<file path="config.mk">
export PLATFORM = sky130hd
export DESIGN_NAME = pipelined_addsub
export DESIGN_NICKNAME = d
export VERILOG_FILES = /design/src/rtl/pipelined_addsub.sv
export SDC_FILE = /design/constraint.sdc
export NUM_CORES = 1
export LEC_CHECK = 0
export CORE_ASPECT_RATIO = 0.5
export CORE_MARGIN = 10
export CORE_UTILIZATION = 49
export DETAILED_ROUTE_END_ITERATION = 12
export PLACE_DENSITY = 0.74
export SYNTH_ARGS = -nofsm -noshare
export SYNTH_HDL_FRONTEND = slang
export SYNTH_SLANG_ARGS = --single-unit
</file>
<file path="constraint.sdc">
create_clock -name clk -period 2.11 [get_ports clk]
set_clock_uncertainty 0.1 [all_clocks]
set_input_delay 0.211 -clock clk [delete_from_list [all_inputs] [get_ports clk]]
set_output_delay 0.211 -clock clk [all_outputs]
set_load 0.005 [all_outputs]
</file>
<file path="src/rtl/pipelined_addsub.sv">
// Pipelined WIDTH-bit adder/subtractor. The carry chain is split into
// STAGES = WIDTH/CHUNK ripple segments with one register level per segment.
// Operand bits that are not yet used and sum bits that are already finished
// move along in skew registers next to the segment carry. A valid/ready
// handshake stalls every stage together when the output is not accepted.
module pipelined_addsub #(
  parameter int unsigned WIDTH = 8,
  parameter int unsigned CHUNK = 2
) (
  input  logic             clk,
  input  logic             rst,
  input  logic             in_valid,
  output logic             in_ready,
  input  logic [WIDTH-1:0] a,
  input  logic [WIDTH-1:0] b,
  input  logic             cin,
  input  logic             sub,
  output logic             out_valid,
  input  logic             out_ready,
  output logic [WIDTH-1:0] sum,
  output logic             cout,
  output logic             ovf
);

  localparam int unsigned STAGES = WIDTH / CHUNK;

  if ((WIDTH < 2) || (CHUNK == 0) || ((WIDTH % CHUNK) != 0)) begin : g_param_check
    $error("pipelined_addsub: WIDTH must be >= 2 and an integer multiple of CHUNK");
  end

  // Element k holds the inputs of stage k. Element STAGES holds the pipe output.
  logic [WIDTH-1:0] w_a [STAGES];
  logic [WIDTH-1:0] w_b [STAGES];
  logic [WIDTH-1:0] w_s [STAGES+1];
  logic             w_c [STAGES+1];
  logic             w_v [STAGES+1];
  logic             w_stall;
  logic             r_cm;

  assign w_stall  = w_v[STAGES] & ~out_ready;
  assign in_ready = ~w_stall;

  // Subtraction uses a + ~b + ~cin. Stage 0 starts from the conditioned operands.
  assign w_a[0] = a;
  assign w_b[0] = sub ? ~b : b;
  assign w_c[0] = sub ? ~cin : cin;
  assign w_s[0] = '0;
  assign w_v[0] = in_valid;

  for (genvar k = 0; k < STAGES; k++) begin : g_stage
    localparam int unsigned LO = k * CHUNK;

    logic [CHUNK:0]   w_chunk;
    logic [WIDTH-1:0] w_s_nxt;
    logic [WIDTH-1:0] r_s;
    logic             r_c;
    logic             r_v;

    assign w_chunk = {1'b0, w_a[k][LO +: CHUNK]} + {1'b0, w_b[k][LO +: CHUNK]}
                   + {{CHUNK{1'b0}}, w_c[k]};

    // Insert this segment's sum bits into the partial result passed down the pipe
    always_comb begin
      w_s_nxt = w_s[k];
      w_s_nxt[LO +: CHUNK] = w_chunk[CHUNK-1:0];
    end

    // Segment result, carry and valid register; holds while the output stalls
    always_ff @(posedge clk or posedge rst) begin
      if (rst) begin
        r_v <= 1'b0;
        r_s <= '0;
        r_c <= 1'b0;
      end else if (!w_stall) begin
        r_v <= w_v[k];
        r_s <= w_s_nxt;
        r_c <= w_chunk[CHUNK];
      end
    end

    assign w_v[k+1] = r_v;
    assign w_s[k+1] = r_s;
    assign w_c[k+1] = r_c;

    if (k < STAGES - 1) begin : g_skew
      logic [WIDTH-1:0] r_a;
      logic [WIDTH-1:0] r_b;

      // Carry the operands forward for the segments that are not yet processed
      always_ff @(posedge clk or posedge rst) begin
        if (rst) begin
          r_a <= '0;
          r_b <= '0;
        end else if (!w_stall) begin
          r_a <= w_a[k];
          r_b <= w_b[k];
        end
      end

      assign w_a[k+1] = r_a;
      assign w_b[k+1] = r_b;
    end else begin : g_last
      // Carry into the MSB is recovered as sum ^ a ^ b at that bit. That saves
      // keeping the operands in the final register level just for overflow.
      always_ff @(posedge clk or posedge rst) begin
        if (rst) begin
          r_cm <= 1'b0;
        end else if (!w_stall) begin
          r_cm <= w_chunk[CHUNK-1] ^ w_a[k][WIDTH-1] ^ w_b[k][WIDTH-1];
        end
      end
    end
  end

  assign out_valid = w_v[STAGES];
  assign sum       = w_s[STAGES];
  assign cout      = w_c[STAGES];
  assign ovf       = w_c[STAGES] ^ r_cm;

endmodule
</file>
# ---- Word level (Yosys, flattened, before mapping)
# Index checks and enable logic that the tools add are counted.
dict set report word_totals {
  ff_bits 77
  out_inout_bits 12
  elab_cells 37
}
dict set report op_classes {
  n_mux 2
  n_addsub 8
  bitwise 8
}
# op count
set ops {}
lappend ops {{adder 2 x 2 -> 3 bit} 4}
lappend ops {{adder 3 x 1 -> 3 bit} 4}
lappend ops {{two-way mux 8 bit} 1}
lappend ops {{NOT 8 bit} 1}
lappend ops {{NOT 1 bit} 3}
lappend ops {{bitwise XOR 1 bit} 3}
lappend ops {{bitwise AND 1 bit} 1}
lappend ops {{two-way mux 1 bit} 1}

# ---- Depth between registers and ports, before layout
# Gate-level depths: netlist (run 1).
dict set report depth {
  ltp_word 4
  ltp_mapped 6
}

# ---- Least setup slack after synthesis (run 1)
# OpenSTA, ideal clock, no wires.
dict set report synth_timing {
  kind {reg2reg}
  startpoint {register g_stage[2].r_c}
  endpoint {register r_cm}
  t_arrival_ns 1.900
  n_path_buf 0
  slack_ns -0.015
  required_ns 1.885
  stages_incl_launch_ff 6
  path_cell_list {dfrtp_1 -> inv_1 -> fa_1 -> fa_1 -> xnor3_1 -> mux2_4}
}
dict set report synth_between {
  elab_chain_len 3
}
# element line
set synth_rtl {}
lappend synth_rtl {{from (decl)} 56} ;# logic r_c;
lappend synth_rtl {{from (signal assigned)} 77} ;# r_c <= w_chunk[CHUNK];
lappend synth_rtl {{adder 3 x 1 -> 3 bit} 60} ;# + {{CHUNK{1'b0}}, w_c[k]};
lappend synth_rtl {{bitwise XOR 1 bit (2 in series)} 109} ;# r_cm <= w_chunk[CHUNK-1] ^ w_a[k][WIDTH-1] ^ w_b[k][WIDTH-1];
lappend synth_rtl {{to (signal assigned)} 109}
lappend synth_rtl {{to (decl)} 38} ;# logic r_cm;
# Every way passes these cells.
# A chain may end at the register's enable or synchronous reset.

# ---- Final worst setup path (run 1)
# Ends and elaborated chain as after synthesis.

==> results of run 1 <==
==> worst max-delay path, cell delays in order, from the launching register on <==
cell     delay (ns)
dfrtp_1        0.34
inv_1          0.07
fa_2           0.39
fa_1           0.53
xnor3_1        0.22
mux2_4         0.26
==> state kept, by name (all words and copies together) (netlist names) <==
name,count
g_stage.g_skew.r_a,12
g_stage.g_skew.r_b,12
g_stage.r_s,12
sum,8
g_stage.r_c,3
g_stage.r_v,3
cout,1
out_valid,1
r_cm,1
==> metrics by stage <==
| step | instances | setup TNS [ns] |
|---|---|---|
| 4_1_cts | 270 | 0 |
| 5_1_grt | 270 | 0 |
| 3_3_place_gp | 262 | -0.133 |
| 3_5_place_dp | 262 | -0.254 |
| 2_1_floorplan | 160 | 0 |
| 6_report | 270 | 0 |
==> worst max-delay path by stage <==
stage / cells past startpoint / startpoint / endpoint
5_1_grt: 5 / g_stage[2].g_skew.r_a[6] / r_cm
2_1_floorplan: 5 / g_stage[2].r_c / r_cm
6_report: 5 / g_stage[2].r_c / r_cm
4_1_cts: 5 / g_stage[2].r_c / r_cm
3_3_place_gp: 6 / sub / g_stage[0].r_s[1]
3_5_place_dp: 6 / sub / g_stage[0].r_s[1]
==> kinds of logic after synthesis <==
kind of cell             share of synthesized area
buffers and inverters                       0.0696
AND/OR/NAND/NOR                             0.0318
flip-flops                                   0.527
AO/OA/AOI/OAI                               0.0159
adder cells (fa/ha/maj)                     0.0636
multiplexers                                 0.249
XOR/XNOR                                    0.0437
==> placed cells by master (no fill, tap or decap), drive strengths merged <==
| master | instances |
|---|---|
| bufinv | 1 |
| xnor3 | 1 |
| mux2 | 40 |
| nand2b | 2 |
| clkdlybuf4s50 | 33 |
| mux2i | 4 |
| xor2 | 6 |
| inv | 18 |
| a21oi | 8 |
| buf | 7 |
| xnor2 | 4 |
| fa | 8 |
| nor3b | 8 |
| dfrtp | 53 |
| clkbuf | 7 |
==> cell type report <==
| cell class | instances | area, um2 | area share |
|---|---|---|---|
| well taps | 70 | 87.6 | 0.0290 |
| flip-flops and latches | 53 | 1330 | 0.439 |
| repair buffers | 40 | 408 | 0.135 |
| multi-input cells | 81 | 1020 | 0.337 |
| inverters | 18 | 67.6 | 0.0223 |
| clock buffers | 7 | 86.3 | 0.0285 |
| clock inverters | 1 | 30.0 | 0.00993 |
==> metal layers <==
metal,share of wire,track usage,vias to the layer above
met5,0,0,-
met4,0.0091,0.0355,0
met3,0.029,0.0301,4
met2,0.47,0.162,22
met1,0.49,0.131,658
li1,-,-,598
==> power by group through the flow <==
stage,Sequential (mW),Combinational [mW],Clock (mW)
5_1_grt,1.83,1.88,0.760
4_1_cts,1.77,1.75,0.723
6_report,1.76,1.72,0.701
2_1_floorplan,1.70,1.36,0
3_3_place_gp,1.76,1.71,0
3_5_place_dp,1.78,1.77,0
==> flow_metrics.tcl, run 1 <==
set metrics [dict create \
    outcome "finished clean" \
    p_sw_mw 1.19 \
    rsz0062_at_grt "no" \
    hold_class "input port to asynchronous set/reset pin" \
    synth_top_area_frac 0.527 \
    cts.repair.resized 0 \
    grt_antenna_before_repair 0 \
    dp_slack_ns -0.176 \
    ys.flop_type "dfrtp_1" \
    numCtsBuffers 5 \
    io_buffers 33 \
    p_comb_frac 0.411 \
    num_io_pins 34 \
    period_minus_slack_ns 2.01 \
    final_nets 229 \
    die-area_mm2 0.00858 \
    synth_nets 190 \
    final_area_mm2 0.00302 \
    synth-seq-cells 53 \
    cts_tree "done" \
    power_density_mw_per_mm2 1380 \
    grt_first_pass_wirelength_um 7020 \
    die_x_um 121 \
    first_pass_iters 4 \
    drc 0 \
    drv_slew 0 \
    cts_max_level 2 \
    start_kind "flip-flop" \
    yosysTopAreaCell "dfrtp_1" \
    cts_setup_buffers 0 \
    worstPathRequired_ns 2.20 \
    wire_per_inst_um 15.4 \
    path_max_fanout 2 \
    seq_power_share 0.421 \
    finalCritPeriodShare 0.954 \
    placed_area_mm2 0.00291 \
    ys_seq_area_frac 0.527 \
    syn-cell-area_mm2 0.00252 \
    yosys_warnings 0 \
    worstReg2RegStart "g_stage[2].r_c" \
    drt_wl_total_um 4160 \
    async_flop_share 1.00 \
    drive_above_1_share 0.285 \
    leakagePower_nw 1.43 \
    routed-via-count 1282 \
    p_clk_frac 0.168 \
    critPathArrivalTime_ns 2.10 \
    area_growth_pct 20.1 \
    cts-hold-fix-buffers 0 \
    relSlewSlack 0.746 \
    ys_top_cells_by_count "dfrtp_1, mux2_4, inv_1" \
    synth_edf_count 0 \
    finalHoldViolations 0 \
    diodes 0 \
    start_util 0.508 \
    clk_pin_slew_ns 0.09 \
    fillers 412 \
    fp.dieH_um 70.7 \
    netlist_top_cells_area "dfrtp_1, mux2_4, fa_1" \
    grt_pass1_vias 1462 \
    swShare 0.285 \
    yosysMostFrequentCell "dfrtp_1" \
    core_mm2 0.00495 \
    endpoint_kind "flip-flop" \
    viasPerCell 4.75 \
    grt_usage 0.102 \
    grt_max_degree 54 \
    holdWs_ns 0.164 \
    p_total_mw 4.19 \
    fp-row-count 18 \
    crit_type "flip-flop to flip-flop" \
    synthCells 160 \
    intPower_mw 2.99 \
    dpl.hpwl_um 3000 \
    worst_r2r_path_depth 5 \
    utilization 0.610 \
    syn_area_per_cell_um2 15.7 \
    setup_viol 0 \
    cts_root_buffer "clkbuf_8" \
    cap_viol_max_count 0 \
    r2r_setup_slack_ns 0.1 \
    ant_nets 0 \
    ir_drop_uv 550 \
    clk_latency_ns 0.30 \
    cts_buffer_depth 2 \
    regToRegEndpoint "r_cm" \
    ys_types 17 \
    overflow 0 \
    place.gp.congestion 0.726 \
    setup_ws_ns 0.0970 \
    worst_slew_pin_slew_ns 0.381 \
    drt_iter0_markers 66 \
    fmax_mhz 497 \
    clkSinkCount 53 \
]
Power figures use the tool's default switching activity.
==> run 2: changes to the inputs <==
--- a/config.mk
+++ b/config.mk
@@ -7,9 +7,9 @@
 export LEC_CHECK = 0
 export CORE_ASPECT_RATIO = 0.5
 export CORE_MARGIN = 10
-export CORE_UTILIZATION = 49
+export CORE_UTILIZATION = 45
 export DETAILED_ROUTE_END_ITERATION = 12
-export PLACE_DENSITY = 0.74
+export PLACE_DENSITY = 0.69
 export SYNTH_ARGS = -nofsm -noshare
 export SYNTH_HDL_FRONTEND = slang
 export SYNTH_SLANG_ARGS = --single-unit
==> run 2 against run 1 <==
Against the previous run: highest routed layer is now met5; worst hold slack better by 0.0023 ns; critical path depth stayed put; sequential share of layout area is 0.50 points higher; sequential power hardly changed; cell count is 0.37% higher; non-clock buffer count is 1 lower; sequential cell count stayed put; wire length is 2.0% lower; cell area is 1.1% lower; critical endpoint unchanged; core utilization is 6.1 points lower; setup slack worse by 0.00085 ns; via count is 1.8% lower.
==> flow_metrics.tcl, run 2 (same netlist as run 1, synthesis figures left out) <==
set metrics [dict create \
    worstPathRequired_ns 2.19 \
    clkSinkCount 53 \
    critPathLaunch "g_stage[2].r_c" \
    fp.dieH_um 72.9 \
    setup_viol 0 \
    first_pass_iters 3 \
    start_kind "flip-flop" \
    final_area_mm2 0.00299 \
    r2r_setup_slack_ns 0.1 \
    fillers 455 \
    io_buffers 33 \
    relSlewSlack 0.750 \
    endpoint_kind "flip-flop" \
    cap_viol_max_count 0 \
    die-area_mm2 0.00917 \
    start_util 0.462 \
    overflow 0 \
    drc 0 \
    cp-endpoint "r_cm" \
    drt_iter0_markers 59 \
    rsz0062_at_grt "no" \
    wire_per_inst_um 15.0 \
    fp-row-count 19 \
    placed_area_mm2 0.00290 \
    power_density_mw_per_mm2 1350 \
    period_minus_slack_ns 2.01 \
    worst_slew_pin_slew_ns 0.375 \
    clk_latency_ns 0.30 \
    dpl.hpwl_um 2870 \
    regToRegEndpoint "r_cm" \
    mostFrequentLayoutCell "dfrtp_1" \
    final_nets 228 \
    cts.repair.resized 0 \
    ir_drop_uv 521 \
    drt_wl_total_um 4080 \
    cts_buffer_depth 2 \
    grt_max_degree 54 \
    leakagePower_nw 1.42 \
    diodes 0 \
    ant_nets 0 \
    finalCritPeriodShare 0.954 \
    critPathArrivalTime_ns 2.10 \
    viasPerCell 4.65 \
    drive_above_1_share 0.278 \
    die_x_um 126 \
    drv_slew 0 \
    dp_slack_ns -0.153 \
    cts_root_buffer "clkbuf_8" \
    hold_class "input port to asynchronous set/reset pin" \
    setup_ws_ns 0.0961 \
    grt_pass1_vias 1346 \
    worstReg2RegStart "g_stage[2].r_c" \
    path_max_fanout 2 \
    worst_r2r_path_depth 5 \
    cts_setup_buffers 0 \
    finalHoldViolations 0 \
    cts-hold-fix-buffers 0 \
    core_mm2 0.00544 \
    final_cell_mix "dfrtp_1, mux2_4, clkdlybuf4s50_1" \
    grt_antenna_before_repair 1 \
    fmax_mhz 497 \
    clk_pin_slew_ns 0.09 \
    grt_first_pass_wirelength_um 6690 \
    outcome "finished clean" \
    grt_usage 0.0901 \
    area_growth_pct 18.8 \
    holdWs_ns 0.166 \
    numCtsBuffers 5 \
    num_io_pins 34 \
    crit_type "flip-flop to flip-flop" \
    p_total_mw 4.05 \
    routed-via-count 1259 \
    largest_registers "g_stage.g_skew.r_a: 12 flops, g_stage.g_skew.r_b: 12 flops, g_stage.r_s: 12 flops" \
    cts_max_level 2 \
    cts_tree "done" \
    place.gp.congestion 0.711 \
]
[run 2: cell count changes in the layout (fill, tap and decap cells not counted), sizes merged]
cell / change
bufinv: -1
buf: -1
[run 2: critical path, stage by stage, from the launching register on]
cell and delay [ns]:
dfrtp_1 0.34, inv_1 0.06, fa_2 0.39, fa_1 0.52, xnor3_1 0.23, mux2_4 0.26
[run 2: final cells by class]
type	instances	area [um2]	area share
Sequential cell	53	1330	0.444
Multi-Input combinational cell	81	1020	0.341
Timing Repair Buffer	39	400	0.134
Tap cell	73	91.3	0.0305
Clock buffer	7	86.3	0.0289
Inverter	18	67.6	0.0226
[run 2: worst min path at each step]
stage / start / endpoint / slack, ns
finish: rst / g_stage[0].g_skew.r_a[6] / 0.17
floorplan: a[2] / g_stage[0].g_skew.r_a[2] / 0.26
global placement: g_stage[2].r_v / out_valid / 0.35
CTS: rst / g_stage[0].g_skew.r_a[6] / 0.18
detailed placement: g_stage[2].r_v / out_valid / 0.35
global route: rst / g_stage[1].g_skew.r_a[4] / 0.18
[run 2: where the power goes]
part / internal, mW / switching [mW]
Clock: 0.261 / 0.304
Combinational: 1.14 / 0.583
Sequential: 1.48 / 0.279
[run 2: per-layer routing]
layer  up-vias  track usage  wire [um]
li1        597            -          -
met1       640        0.108       1790
met2        16        0.148       2050
met3         4       0.0341        191
met4         2       0.0301         32
met5         -            0         13
[run 2: per-stage QoR]
step,cells,util,TNS (ns)
detailed placement,264,0.533,-0.229
finish,271,0.549,0
global placement,264,0.533,-0.0936
floorplan,160,-,0
global route,271,0.549,0
CTS,271,0.549,0
